$ cat src/rtl/onehot_to_thermo_stream_if.sv
// Stream interface for the one-hot to thermometer converter.
// master: upstream producer / downstream consumer side; slave: the converter.
interface onehot_to_thermo_stream_if #(
  parameter int unsigned OH_W = 16
);
  localparam int unsigned TW = OH_W - 1;

  logic            in_valid;
  logic [OH_W-1:0] in_onehot;
  logic            in_ready;
  logic            out_valid;
  logic [TW-1:0]   out_thermo;
  logic            out_err;
  logic            out_ready;

  modport master (
    output in_valid, in_onehot, out_ready,
    input  in_ready, out_valid, out_thermo, out_err
  );

  modport slave (
    input  in_valid, in_onehot, out_ready,
    output in_ready, out_valid, out_thermo, out_err
  );
endinterface

$ cat src/rtl/onehot_to_thermo_stream.sv
// One-hot to thermometer converter with a 2-entry output FIFO.
// Optional feature macro: ONEHOT_ERR_CNT_EN enables the saturating invalid-word
// counter on err_cnt (cleared by err_clr); otherwise err_cnt is tied to 0.
module onehot_to_thermo_stream #(
  parameter int unsigned OH_W      = 16,
  parameter int unsigned ERR_CNT_W = 8
) (
  input  logic                 clk,
  input  logic                 rst_n,
  onehot_to_thermo_stream_if.slave s,
  input  logic                 err_clr,
  output logic [ERR_CNT_W-1:0] err_cnt
);
  localparam int unsigned TW = OH_W - 1;

  logic [TW-1:0] mem_thermo [2];
  logic [1:0]    mem_err;
  logic          wr_ptr;
  logic          rd_ptr;
  logic [1:0]    occ;

  logic          push_c;
  logic          pop_c;
  logic          onehot_ok_c;
  logic [TW-1:0] conv_thermo_c;
  logic          conv_err_c;

  // Conversion: for a single set bit 2^k, 2^k - 1 is exactly k low-order ones.
  always_comb begin
    onehot_ok_c   = 1'b0;
    conv_thermo_c = '0;
    conv_err_c    = 1'b1;
    onehot_ok_c   = (s.in_onehot != '0) &&
                    ((s.in_onehot & (s.in_onehot - OH_W'(1))) == '0);
    if (onehot_ok_c) begin
      conv_thermo_c = TW'(s.in_onehot - OH_W'(1));
      conv_err_c    = 1'b0;
    end
  end

  // Handshake decode from registered occupancy; head entry drives the outputs.
  assign s.in_ready   = (occ < 2'd2);
  assign s.out_valid  = (occ != 2'd0);
  assign s.out_thermo = mem_thermo[rd_ptr];
  assign s.out_err    = mem_err[rd_ptr];
  assign push_c       = s.in_valid && s.in_ready;
  assign pop_c        = s.out_valid && s.out_ready;

  // FIFO storage, pointers and occupancy.
  always_ff @(posedge clk or negedge rst_n) begin
    if (!rst_n) begin
      mem_thermo[0] <= '0;
      mem_thermo[1] <= '0;
      mem_err       <= '0;
      wr_ptr        <= 1'b0;
      rd_ptr        <= 1'b0;
      occ           <= 2'd0;
    end else begin
      if (push_c) begin
        mem_thermo[wr_ptr] <= conv_thermo_c;
        mem_err[wr_ptr]    <= conv_err_c;
        wr_ptr             <= ~wr_ptr;
      end
      if (pop_c) begin
        rd_ptr <= ~rd_ptr;
      end
      case ({push_c, pop_c})
        2'b10:   occ <= occ + 2'd1;
        2'b01:   occ <= occ - 2'd1;
        default: occ <= occ;
      endcase
    end
  end

`ifdef ONEHOT_ERR_CNT_EN
  localparam logic [ERR_CNT_W-1:0] CNT_MAX = '1;

  // Saturating count of invalid words accepted; clear wins over increment.
  always_ff @(posedge clk or negedge rst_n) begin
    if (!rst_n) begin
      err_cnt <= '0;
    end else if (err_clr) begin
      err_cnt <= '0;
    end else if (push_c && conv_err_c && (err_cnt != CNT_MAX)) begin
      err_cnt <= err_cnt + ERR_CNT_W'(1);
    end
  end
`else
  logic unused_err_clr;

  // Counter disabled: constant zero, clear input has no effect.
  assign err_cnt        = '0;
  assign unused_err_clr = err_clr;
`endif
endmodule
$ cat src/flat_wrapper.sv
// flat-port wrapper written by rule: the top's interface ports become plain ports
module onehot_to_thermo_stream_flat 
#(
  parameter int unsigned OH_W      = 16,
  parameter int unsigned ERR_CNT_W = 8
)
  (clk, rst_n, err_clr, err_cnt, s_in_valid, s_in_onehot, s_out_ready, s_in_ready, s_out_valid, s_out_thermo, s_out_err);
  onehot_to_thermo_stream_if #(.OH_W(OH_W)) s_i ();
  input  logic clk;
  input  logic rst_n;
  input  logic err_clr;
  output logic [ERR_CNT_W-1:0] err_cnt;
  input wire logic [$bits(s_i.in_valid)-1:0] s_in_valid;
  input wire logic [$bits(s_i.in_onehot)-1:0] s_in_onehot;
  input wire logic [$bits(s_i.out_ready)-1:0] s_out_ready;
  output wire logic [$bits(s_i.in_ready)-1:0] s_in_ready;
  output wire logic [$bits(s_i.out_valid)-1:0] s_out_valid;
  output wire logic [$bits(s_i.out_thermo)-1:0] s_out_thermo;
  output wire logic [$bits(s_i.out_err)-1:0] s_out_err;
  assign s_i.in_valid = s_in_valid;
  assign s_i.in_onehot = s_in_onehot;
  assign s_i.out_ready = s_out_ready;
  assign s_in_ready = s_i.in_ready;
  assign s_out_valid = s_i.out_valid;
  assign s_out_thermo = s_i.out_thermo;
  assign s_out_err = s_i.out_err;
  onehot_to_thermo_stream #(.OH_W(OH_W), .ERR_CNT_W(ERR_CNT_W)) u_core (.clk(clk), .rst_n(rst_n), .s(s_i), .err_clr(err_clr), .err_cnt(err_cnt));
endmodule
$ cat config.mk
export PLATFORM = sky130hd
export DESIGN_NAME = onehot_to_thermo_stream_flat
export DESIGN_NICKNAME = d
export VERILOG_FILES = /design/src/rtl/onehot_to_thermo_stream_if.sv /design/src/rtl/onehot_to_thermo_stream.sv /design/src/flat_wrapper.sv
export SDC_FILE = /design/constraint.sdc
export NUM_CORES = 1
export LEC_CHECK = 0
export ABC_AREA = 1
export BUFFER_PORTS_ARGS = -buffer_cell sky130_fd_sc_hd__buf_4
export CELL_PAD_IN_SITES_DETAIL_PLACEMENT = 1
export CELL_PAD_IN_SITES_GLOBAL_PLACEMENT = 1
export CORE_MARGIN = 3
export CORE_UTILIZATION = 39
export DETAILED_ROUTE_END_ITERATION = 8
export HOLD_SLACK_MARGIN = 0.05
export PLACE_DENSITY_LB_ADDON = 0.1
export SLEW_MARGIN = 20
export SYNTH_ARGS = -nofsm -noshare
export SYNTH_HDL_FRONTEND = slang
export SYNTH_SLANG_ARGS = --single-unit
$ cat constraint.sdc
create_clock -name clk -period 2.1 [get_ports clk]
set_input_delay 0.21 -clock clk [delete_from_list [all_inputs] [get_ports clk]]
set_output_delay 0.21 -clock clk [all_outputs]
set_load 0.005 [all_outputs]
---- Word level (Yosys, flattened, before mapping) ----
Index checks and enable logic that the tools add are counted.
cells by class
  order comparisons ....................... 7
  add/subtract/negate cells ............... 3
  eq/ne operators ......................... 2
  bitwise operators ....................... 5
  reductions and logical operators ........ 9
  mux-type cells .......................... 14
operators by type and width
  cell                                                                    count
  15-bit 2-to-1 mux                                                       5
  30-bit bitwise mux                                                      1
  16-bit AND                                                              1
  16-bit zero test                                                        1
  16-bit nonzero test                                                     1
  16-bit by 1-bit subtractor with 16-bit output (second input constant)   1
  15-bit demux with 1-bit select                                          1
  1-bit logical AND                                                       5
  2-bit >= comparator (second input constant)                             2
  1-bit by 2-bit < comparator with 1-bit output (second input constant)   2
  1-bit 2-to-1 mux                                                        4
  1-bit inverter with 2-bit output                                        2
  2-bit case mux with 2 select lines                                      1
  2-bit nonzero test                                                      2
  2-bit by 1-bit adder with 2-bit output (second input constant)          1
  2-bit bitwise mux                                                       1
  2-bit by 1-bit equality test with 1-bit output (second input constant)  1
  2-bit equality test (second input constant)                             1
  2-bit by 1-bit < comparator with 1-bit output (second input constant)   1
  2-bit < comparator (second input constant)                              1
  1-bit inverter                                                          2
  2-bit by 1-bit subtractor with 2-bit output (second input constant)     1
  1-bit demux with 1-bit select                                           1
  1-bit >= comparator (second input constant)                             1
word-level totals
  register bits after elaboration ......... 36
  word-level logic and storage cells ...... 46
  output and inout bits ................... 26

---- Longest topological paths before layout ----
Gate-level depths: netlist of run 1.
  word-level depth ........................ 6
  gate-level depth with buffers ........... 17

---- Worst setup path before layout of run 1 ----
No wires, ideal clock.
  kind .................................... input to register
  start ................................... in s_in_onehot[0]
  end ..................................... reg u_core.mem_thermo[24] (netlist bit)
  data arrival time ....................... 1.652 ns
  required time ........................... 2.035 ns
  stages .................................. 16
  path buffers ............................ 1
  setup time .............................. 0.065 ns
  setup slack ............................. 0.383 ns
  cell sequence ........................... inv_2 -> ha_1 -> nand2_2 -> nor2_4 -> nand4_1 -> ha_1 -> inv_1 -> nand2_1 -> nor2_1 -> nand2_1 -> nor2_1 -> nand2_2 -> inv_2 -> buf_6 -> nand4_1 -> nand2_1
on the way
  word-level cells in the longest chain between the ends .. 6
  elaborated cells between the ends (all ways) .. 7
ends and longest elaborated chain
  item                                           RTL line                       RTL
  from (decl)                                    flat_wrapper.sv:14             input wire logic [$bits(s_i.in_onehot)-1:0] s_in_onehot;
  16-bit by 1-bit subtractor with 16-bit output  onehot_to_thermo_stream.sv:34  ((s.in_onehot & (s.in_onehot - OH_W'(1))) == '0);
  16-bit AND                                     onehot_to_thermo_stream.sv:34
  16-bit zero test                               onehot_to_thermo_stream.sv:34
  1-bit logical AND                              onehot_to_thermo_stream.sv:33  onehot_ok_c = (s.in_onehot != '0) &&
  15-bit 2-to-1 mux (*)                          onehot_to_thermo_stream.sv:35  if (onehot_ok_c) begin
  30-bit bitwise mux (*)                         onehot_to_thermo_stream.sv:60  mem_thermo[wr_ptr] <= conv_thermo_c;
  to (signal, indexed assignment)                onehot_to_thermo_stream.sv:60
  to (decl)                                      onehot_to_thermo_stream.sv:16  logic [TW-1:0] mem_thermo [2];
Every way passes the cells marked *; elsewhere a longest branch is shown, timed or not.
A chain may end at the register's enable or synchronous reset.

---- Worst setup path after layout of run 1 ----
  start ................................... in s_in_onehot[1]
  end ..................................... reg u_core.mem_thermo[23] (netlist bit)
Same word-level chain as after synthesis.

==> results.toml, run 1 <==
[placed_design]
portBuffers = 37
gp_congestion = 0.810
post-dp-hpwl_mm = 4.61
dpl_worst_slack_ps = -131

[grt]
grt_pass1_wl_mm = 10.8
grt_overflow = 0
grt_start_max_net_pins = 37
antenna_found_initial = 0
grt_usage_pct = 19.1
grt_pass1_vias = 2317

[final_layout]
layout.nets = 405
n_antenna_cell = 0
synthToLayoutAreaGrowth_pct = 22.0
mostFrequentLayoutCell = "nand2_1"
layout_common_cells = "nand2_1 (128), buf_4 (55), dfrtp_1 (36), inv_1 (35), nand4_1 (31)"
drive_gt1_share_pct = 22.0

[yosys]
synth-xor-area-share_pct = 1.12
synth_top_family_by_area = "simple AND/OR/NAND/NOR gates"
synth_edf_count = 0
synth.area.mux_share_pct = 0
yosysSeqAreaShare_pct = 38.5
syn_inst = 317
synth_ff_type = "dfrtp_1"
ys_ff_latch = 36
ys_types = 24
synth_warnings = 0
synth-compound-area-share_pct = 0.855
syn-mean-instance-area_um2 = 7.39
async_reset_ff_share_pct = 100
netlist_area_mm2 = 0.00234
synth-simple-area-share_pct = 37.6
synthAdderAreaFrac_pct = 8.55

[job]
cap_viol_max_count = 0

[setup_path]
cp_cell_sequence = "buf_4 -> nor2_2 -> nand2_2 -> nor2_4 -> inv_1 -> nor2_1 -> nand2_1 -> ha_1 -> inv_1 -> nand2_1 -> nor2_1 -> nand2_1 -> nor2_1 -> nand2_2 -> inv_2 -> buf_12 -> nand4_1 -> nand2_1"
cp_common_cell = "nand2_1"
critPathArrivalTime_ps = 2130
r2r-end = "u_core.occ[1]$_DFFE_PN0P_"
critical_path_class = "input pin to register"
start_kind = "input pin"
critPathMaxStageDelay_ps = 190
crit_family = "simple AND/OR/NAND/NOR gates"
ff2ff_setup_slack_ps = 360
worstPathRequired_ps = 2320
crit_buf_inv = 5
worstPathMaxFanout = 18
cp_slowest_cell = "nor2_1"
r2r_cells = 7
r2r_start = "u_core.occ[0]$_DFFE_PN0P_"
cp-end-kind = "register"

[pwr]
p_int_w = 0.00129
swShare_pct = 36.2
leakagePower_nw = 1.65
pwr-share-seq_pct = 39.8
vdd_drop_max_uv = 572
power.switching_w = 0.000731
combPwrFrac_pct = 33.5
power_density_mw_per_mm2 = 706
p_clk_share_pct = 26.7

[floorplanning]
start_util_pct = 41.5
die_width_um = 83.5
io_pins = 47
core_region_area_mm2 = 0.00564
rows = 27
die-area_mm2 = 0.00697
die_height_um = 83.5

[timing]
hold_viol = 0
fin_crit_ps = 1910
period_share_pct = 90.9
fin_ws_ps = 192
hold_slack_ps = 218
rsz0062_at_grt = "false"
finClkSkew_ps = 5.54
slew_viol_final = 0
clock.fmax_ghz = 0.524
setup_viol = 0

[clock_network]
cts_buffer_depth = 2
insertion_delay_ps = 290
cts_post_setup_buffers_inserted = 0
cts-buffers-inserted = 5
clk_pin_slew_worst_paths_ps = 80
cts_sinks = 36
cts_tree = "built"
htreeDepth = 2
cts-root-buf = "clkbuf_8"
cts.repair.resized = 0

[drt]
drtIter0Drc = 92
drc = 0
drt-total-wl_mm = 6.30
wl_per_cell_um = 14.3
drtAntennaViolNets = 0
drt_first_pass_iters = 4
vias_per_cell = 4.95
route.vias.total = 2177

[min_path]
hp-class = "input pin to register"
min_path_cells = 3
min-delay-start = "s_out_ready"
hold_end = "u_core.rd_ptr$_DFFE_PN0P_"

[outcome]
outcome = "finished clean"
## power by group through the flow
stage | Combinational (W) | Sequential [W] | Clock (W)
3_3_place_gp | 0.000658 | 0.000812 | 0
2_1_floorplan | 0.000402 | 0.000803 | 0
3_5_place_dp | 0.000680 | 0.000817 | 0
5_1_grt | 0.000757 | 0.000815 | 0.000583
6_report | 0.000675 | 0.000803 | 0.000539
4_1_cts | 0.000684 | 0.000804 | 0.000550
## routing by layer
layer	track usage (%)	part of all wire [%]
met1	24.0	45
met2	33.5	50
met3	3.16	3.1
met4	6.14	2.0
met5	0	0
## per-stage QoR
step	setup TNS (ps)	utilization (%)	cell area [um2]	power, W	cells
3_3_place_gp	0	48.7	2750	0.00147	432
5_1_grt	0	50.6	2860	0.00215	440
6_report	0	50.6	2860	0.00202	440
4_1_cts	0	50.6	2860	0.00204	440
3_5_place_dp	-2960	48.7	2750	0.00150	432
2_1_floorplan	0	-	2370	0.00121	324
## timing repair
action                                  4_1_cts  5_1_grt
endpoints found under the setup margin        0        0
hold buffers                                  1        0
hold endpoints to repair                     36        0
## cell usage after synthesis (2+ instances only)
library cell | number | area, um2
buf_6 | 6 | 67.6
nand2_2 | 4 | 25.0
nand3_1 | 5 | 25.0
xor2_1 | 2 | 17.5
buf_2 | 3 | 15.0
nand2_1 | 128 | 480
nor2_2 | 3 | 18.8
ha_1 | 16 | 200
buf_4 | 9 | 67.6
inv_1 | 35 | 131
dfrtp_1 | 36 | 901
nor2_4 | 3 | 33.8
o21ai_0 | 3 | 15.0
clkbuf_1 | 3 | 11.3
nand4_1 | 31 | 194
nor2_1 | 17 | 63.8
inv_2 | 4 | 15.0
or2_1 | 2 | 12.5
nand3_2 | 2 | 20.0
## kinds of logic after synthesis
kind of cell,Yosys count
compound gates,4
simple gates,196
fa+ha+maj,16
xor+xnor,3
other cells,1
buf+inv,61
flops,36
## worst max path at each step
stage,slack [ps],to,startpoint,cells after the start
after detailed placement,-130,u_core.mem_thermo[21]$_DFFE_PN0P_,s_in_onehot[1],18
final,190,u_core.mem_thermo[23]$_DFFE_PN0P_,s_in_onehot[1],18
after floorplan,380,u_core.mem_thermo[24]$_DFFE_PN0P_,s_in_onehot[0],16
after CTS,170,u_core.mem_thermo[21]$_DFFE_PN0P_,s_in_onehot[1],18
after global routing,9,u_core.mem_thermo[24]$_DFFE_PN0P_,s_in_onehot[1],18
after global placement,2,u_core.mem_thermo[24]$_DFFE_PN0P_,s_in_onehot[1],18
## cell type report
cell class                      instances  area [um2]
Tap cell                               72        90.1
Inverter                               40         150
Clock buffer                            7        96.3
Timing Repair Buffer                   58         463
Fill cell                             743        2790
Sequential cell                        36         901
Multi-Input combinational cell        227        1160
## worst register-to-register path, stage by stage (launching register included)
cell and delay [ps]:
dfrtp_1 420, or2_2 310, nand2_1 100, inv_1 50, ha_1 310, a21oi_1 140
o21ai_0 130, xor2_1 160
## flip-flops by register name, summed over array words and instances, names as in the netlist
signal,flops
u_core.mem_err,2
u_core.mem_thermo,30
u_core.occ,2
u_core.wr_ptr,1
u_core.rd_ptr,1
Power figures use the tool's default switching activity.
==> inputs of run 2 (changes only) <==
--- a/config.mk
+++ b/config.mk
@@ -14,6 +14,7 @@
 export DETAILED_ROUTE_END_ITERATION = 8
 export HOLD_SLACK_MARGIN = 0.05
 export PLACE_DENSITY_LB_ADDON = 0.1
+export RECOVER_POWER = 100
 export SLEW_MARGIN = 20
 export SYNTH_ARGS = -nofsm -noshare
 export SYNTH_HDL_FRONTEND = slang
==> constraint.sdc (replaced) <==
create_clock -name clk -period 2.4 [get_ports clk]
set_input_delay 0.24 -clock clk [delete_from_list [all_inputs] [get_ports clk]]
set_output_delay 0.24 -clock clk [all_outputs]
set_load 0.005 [all_outputs]
==> results.toml, run 2 (synthesis gave the netlist of run 1 again) <==
[outcome]
outcome = "finished clean"

[pwr]
pwr-share-seq_pct = 41.3
leakagePower_nw = 1.56
power_density_mw_per_mm2 = 624
p_clk_share_pct = 26.5
vdd_drop_max_uv = 567
power_w = 0.00170
swShare_pct = 36.8
p_int_w = 0.00108
power.switching_w = 0.000626
combPwrFrac_pct = 32.2

[drt]
wl_met1_mm = 2.61
drt_first_pass_iters = 4
drt-total-wl_mm = 5.86
drtAntennaViolNets = 0
route.vias.total = 2079
highest_layer = "met4"
vias_per_cell = 4.86
drtIter0Drc = 88
wl_met3_um = 218
wl_met2_mm = 2.96
wl_per_cell_um = 13.7
drc = 0

[setup_path]
start_kind = "input pin"
crit_buf_inv = 5
critPathMaxStageDelay_ps = 180
worstPathRequired_ps = 2630
crit_family = "simple AND/OR/NAND/NOR gates"
cp-end-kind = "register"
critical_path_class = "input pin to register"
r2r_start = "u_core.occ[0]$_DFFE_PN0P_"
crit_start = "s_in_onehot[3]"
cp_cell_sequence = "buf_4 -> nor2_1 -> nand2_1 -> nor2_1 -> inv_1 -> nor2_1 -> nand2_1 -> ha_1 -> inv_1 -> nand2_1 -> nor2_1 -> nand2_1 -> nor2_1 -> nand2_2 -> inv_2 -> buf_4 -> nand4_1 -> nand2_1"
worstPathMaxFanout = 12
cp_slowest_cell = "nor2_1"
critPathArrivalTime_ps = 2260

[grt]
grt_pass1_vias = 2106
grt_pass1_wl_mm = 9.85
grt_start_max_net_pins = 37
grt_usage_pct = 17.5
grt_overflow = 0
antenna_found_initial = 0

[clock_network]
cts_post_setup_buffers_inserted = 0
insertion_delay_ps = 290
cts-root-buf = "clkbuf_8"
cts.repair.resized = 0
cts_sinks = 36
clk_pin_slew_worst_paths_ps = 70
cts-buffers-inserted = 5
cts_tree = "built"
cts_buffer_depth = 2
cts.hold.buffers_added = 1
htreeDepth = 2

[timing]
setup_viol = 0
relSlewSlack_pct = 40.6
finClkSkew_ps = 5.01
clock.fmax_ghz = 0.492
fin_tns_setup_ps = 0
rsz0062_at_grt = "false"
slew_viol_final = 0
hold_viol = 0
worst_pin_slew_ps = 892
fin_crit_ps = 2030
period_share_pct = 84.7

[final_layout]
fin_util_pct = 48.3
layout_common_cells = "nand2_1 (128), inv_1 (37), dfrtp_1 (36), nand4_1 (31), buf_4 (24)"
multi_input_area_mm2 = 0.00115
regMostFlops = "u_core.mem_thermo"
design_area_mm2 = 0.00273
n_antenna_cell = 0
largest_register_ffs = 30
ff_latch_area_um2 = 901
drive_gt1_share_pct = 17.7
final.fill_count = 729
reg_top3 = "u_core.mem_thermo: 30 flops, u_core.mem_err: 2 flops, u_core.occ: 2 flops"
synthToLayoutAreaGrowth_pct = 16.4
instances_no_fill = 428
mostFrequentLayoutCell = "nand2_1"
layout.nets = 392

[placed_design]
post-dp-hpwl_mm = 4.41
placed_area_mm2 = 0.00264
portBuffers = 37
gp_congestion = 0.783
numPlacedInstances = 419

[floorplanning]
io_pins = 47
die_height_um = 83.5
die-area_mm2 = 0.00697
start_util_pct = 41.5
core_region_area_mm2 = 0.00564
die_width_um = 83.5
rows = 27

[min_path]
hp-class = "input pin to register"
min-delay-start = "s_out_ready"

[job]
cap_viol_max_count = 0
[run 2: layer usage]
| metal | vias up | global-route usage, % |
|---|---|---|
| met4 | 0 | 3.07 |
| met1 | 987 | 22.4 |
| li1 | 1052 | - |
| met3 | 9 | 4.64 |
| met5 | - | 0 |
| met2 | 31 | 30.0 |
[run 2: cell type report]
type                            instances  share of cell area (%)
Timing Repair Buffer                   45                    12.7
Inverter                               40                    5.51
Tap cell                               72                    3.30
Sequential cell                        36                    33.0
Multi-Input combinational cell        227                    42.1
Clock buffer                            8                    3.30
[run 2: metrics by stage]
stage               setup WS [ps]  hold WS, ps
floorplan                     653        -55.6
global placement              169          236
detailed placement           99.0          230
CTS                           388          250
global route                  120          243
finish                        366          246
[run 2: worst paths after layout]
path	end	slack, ps	depth (start not counted)
setup / recovery	u_core.mem_thermo[12]$_DFFE_PN0P_	370	18
hold / removal	u_core.rd_ptr$_DFFE_PN0P_	250	3
setup reg to reg	u_core.occ[1]$_DFFE_PN0P_	710	7
hold reg to reg	u_core.mem_thermo[22]$_DFFE_PN0P_	480	2
max in group asynchronous	u_core.mem_thermo[0]$_DFFE_PN0P_	1230	2
min in group asynchronous	u_core.mem_thermo[28]$_DFFE_PN0P_	610	2
[run 2: tightest hold or removal path, delay by kind of cell]
kind / cells / cell delay, ps
and+or+nand+nor: 1 / 90
xor gates and xnor gates: 1 / 70
buffers and inverters: 1 / 110
[run 2: power by group through the flow]
stage          sequential [W]  clock [W]  combinational, W
6_report             0.000703   0.000451          0.000549
2_1_floorplan        0.000703          0          0.000352
3_5_place_dp         0.000716          0          0.000570
4_1_cts              0.000705   0.000455          0.000573
5_1_grt              0.000708   0.000484          0.000620
3_3_place_gp         0.000711          0          0.000555
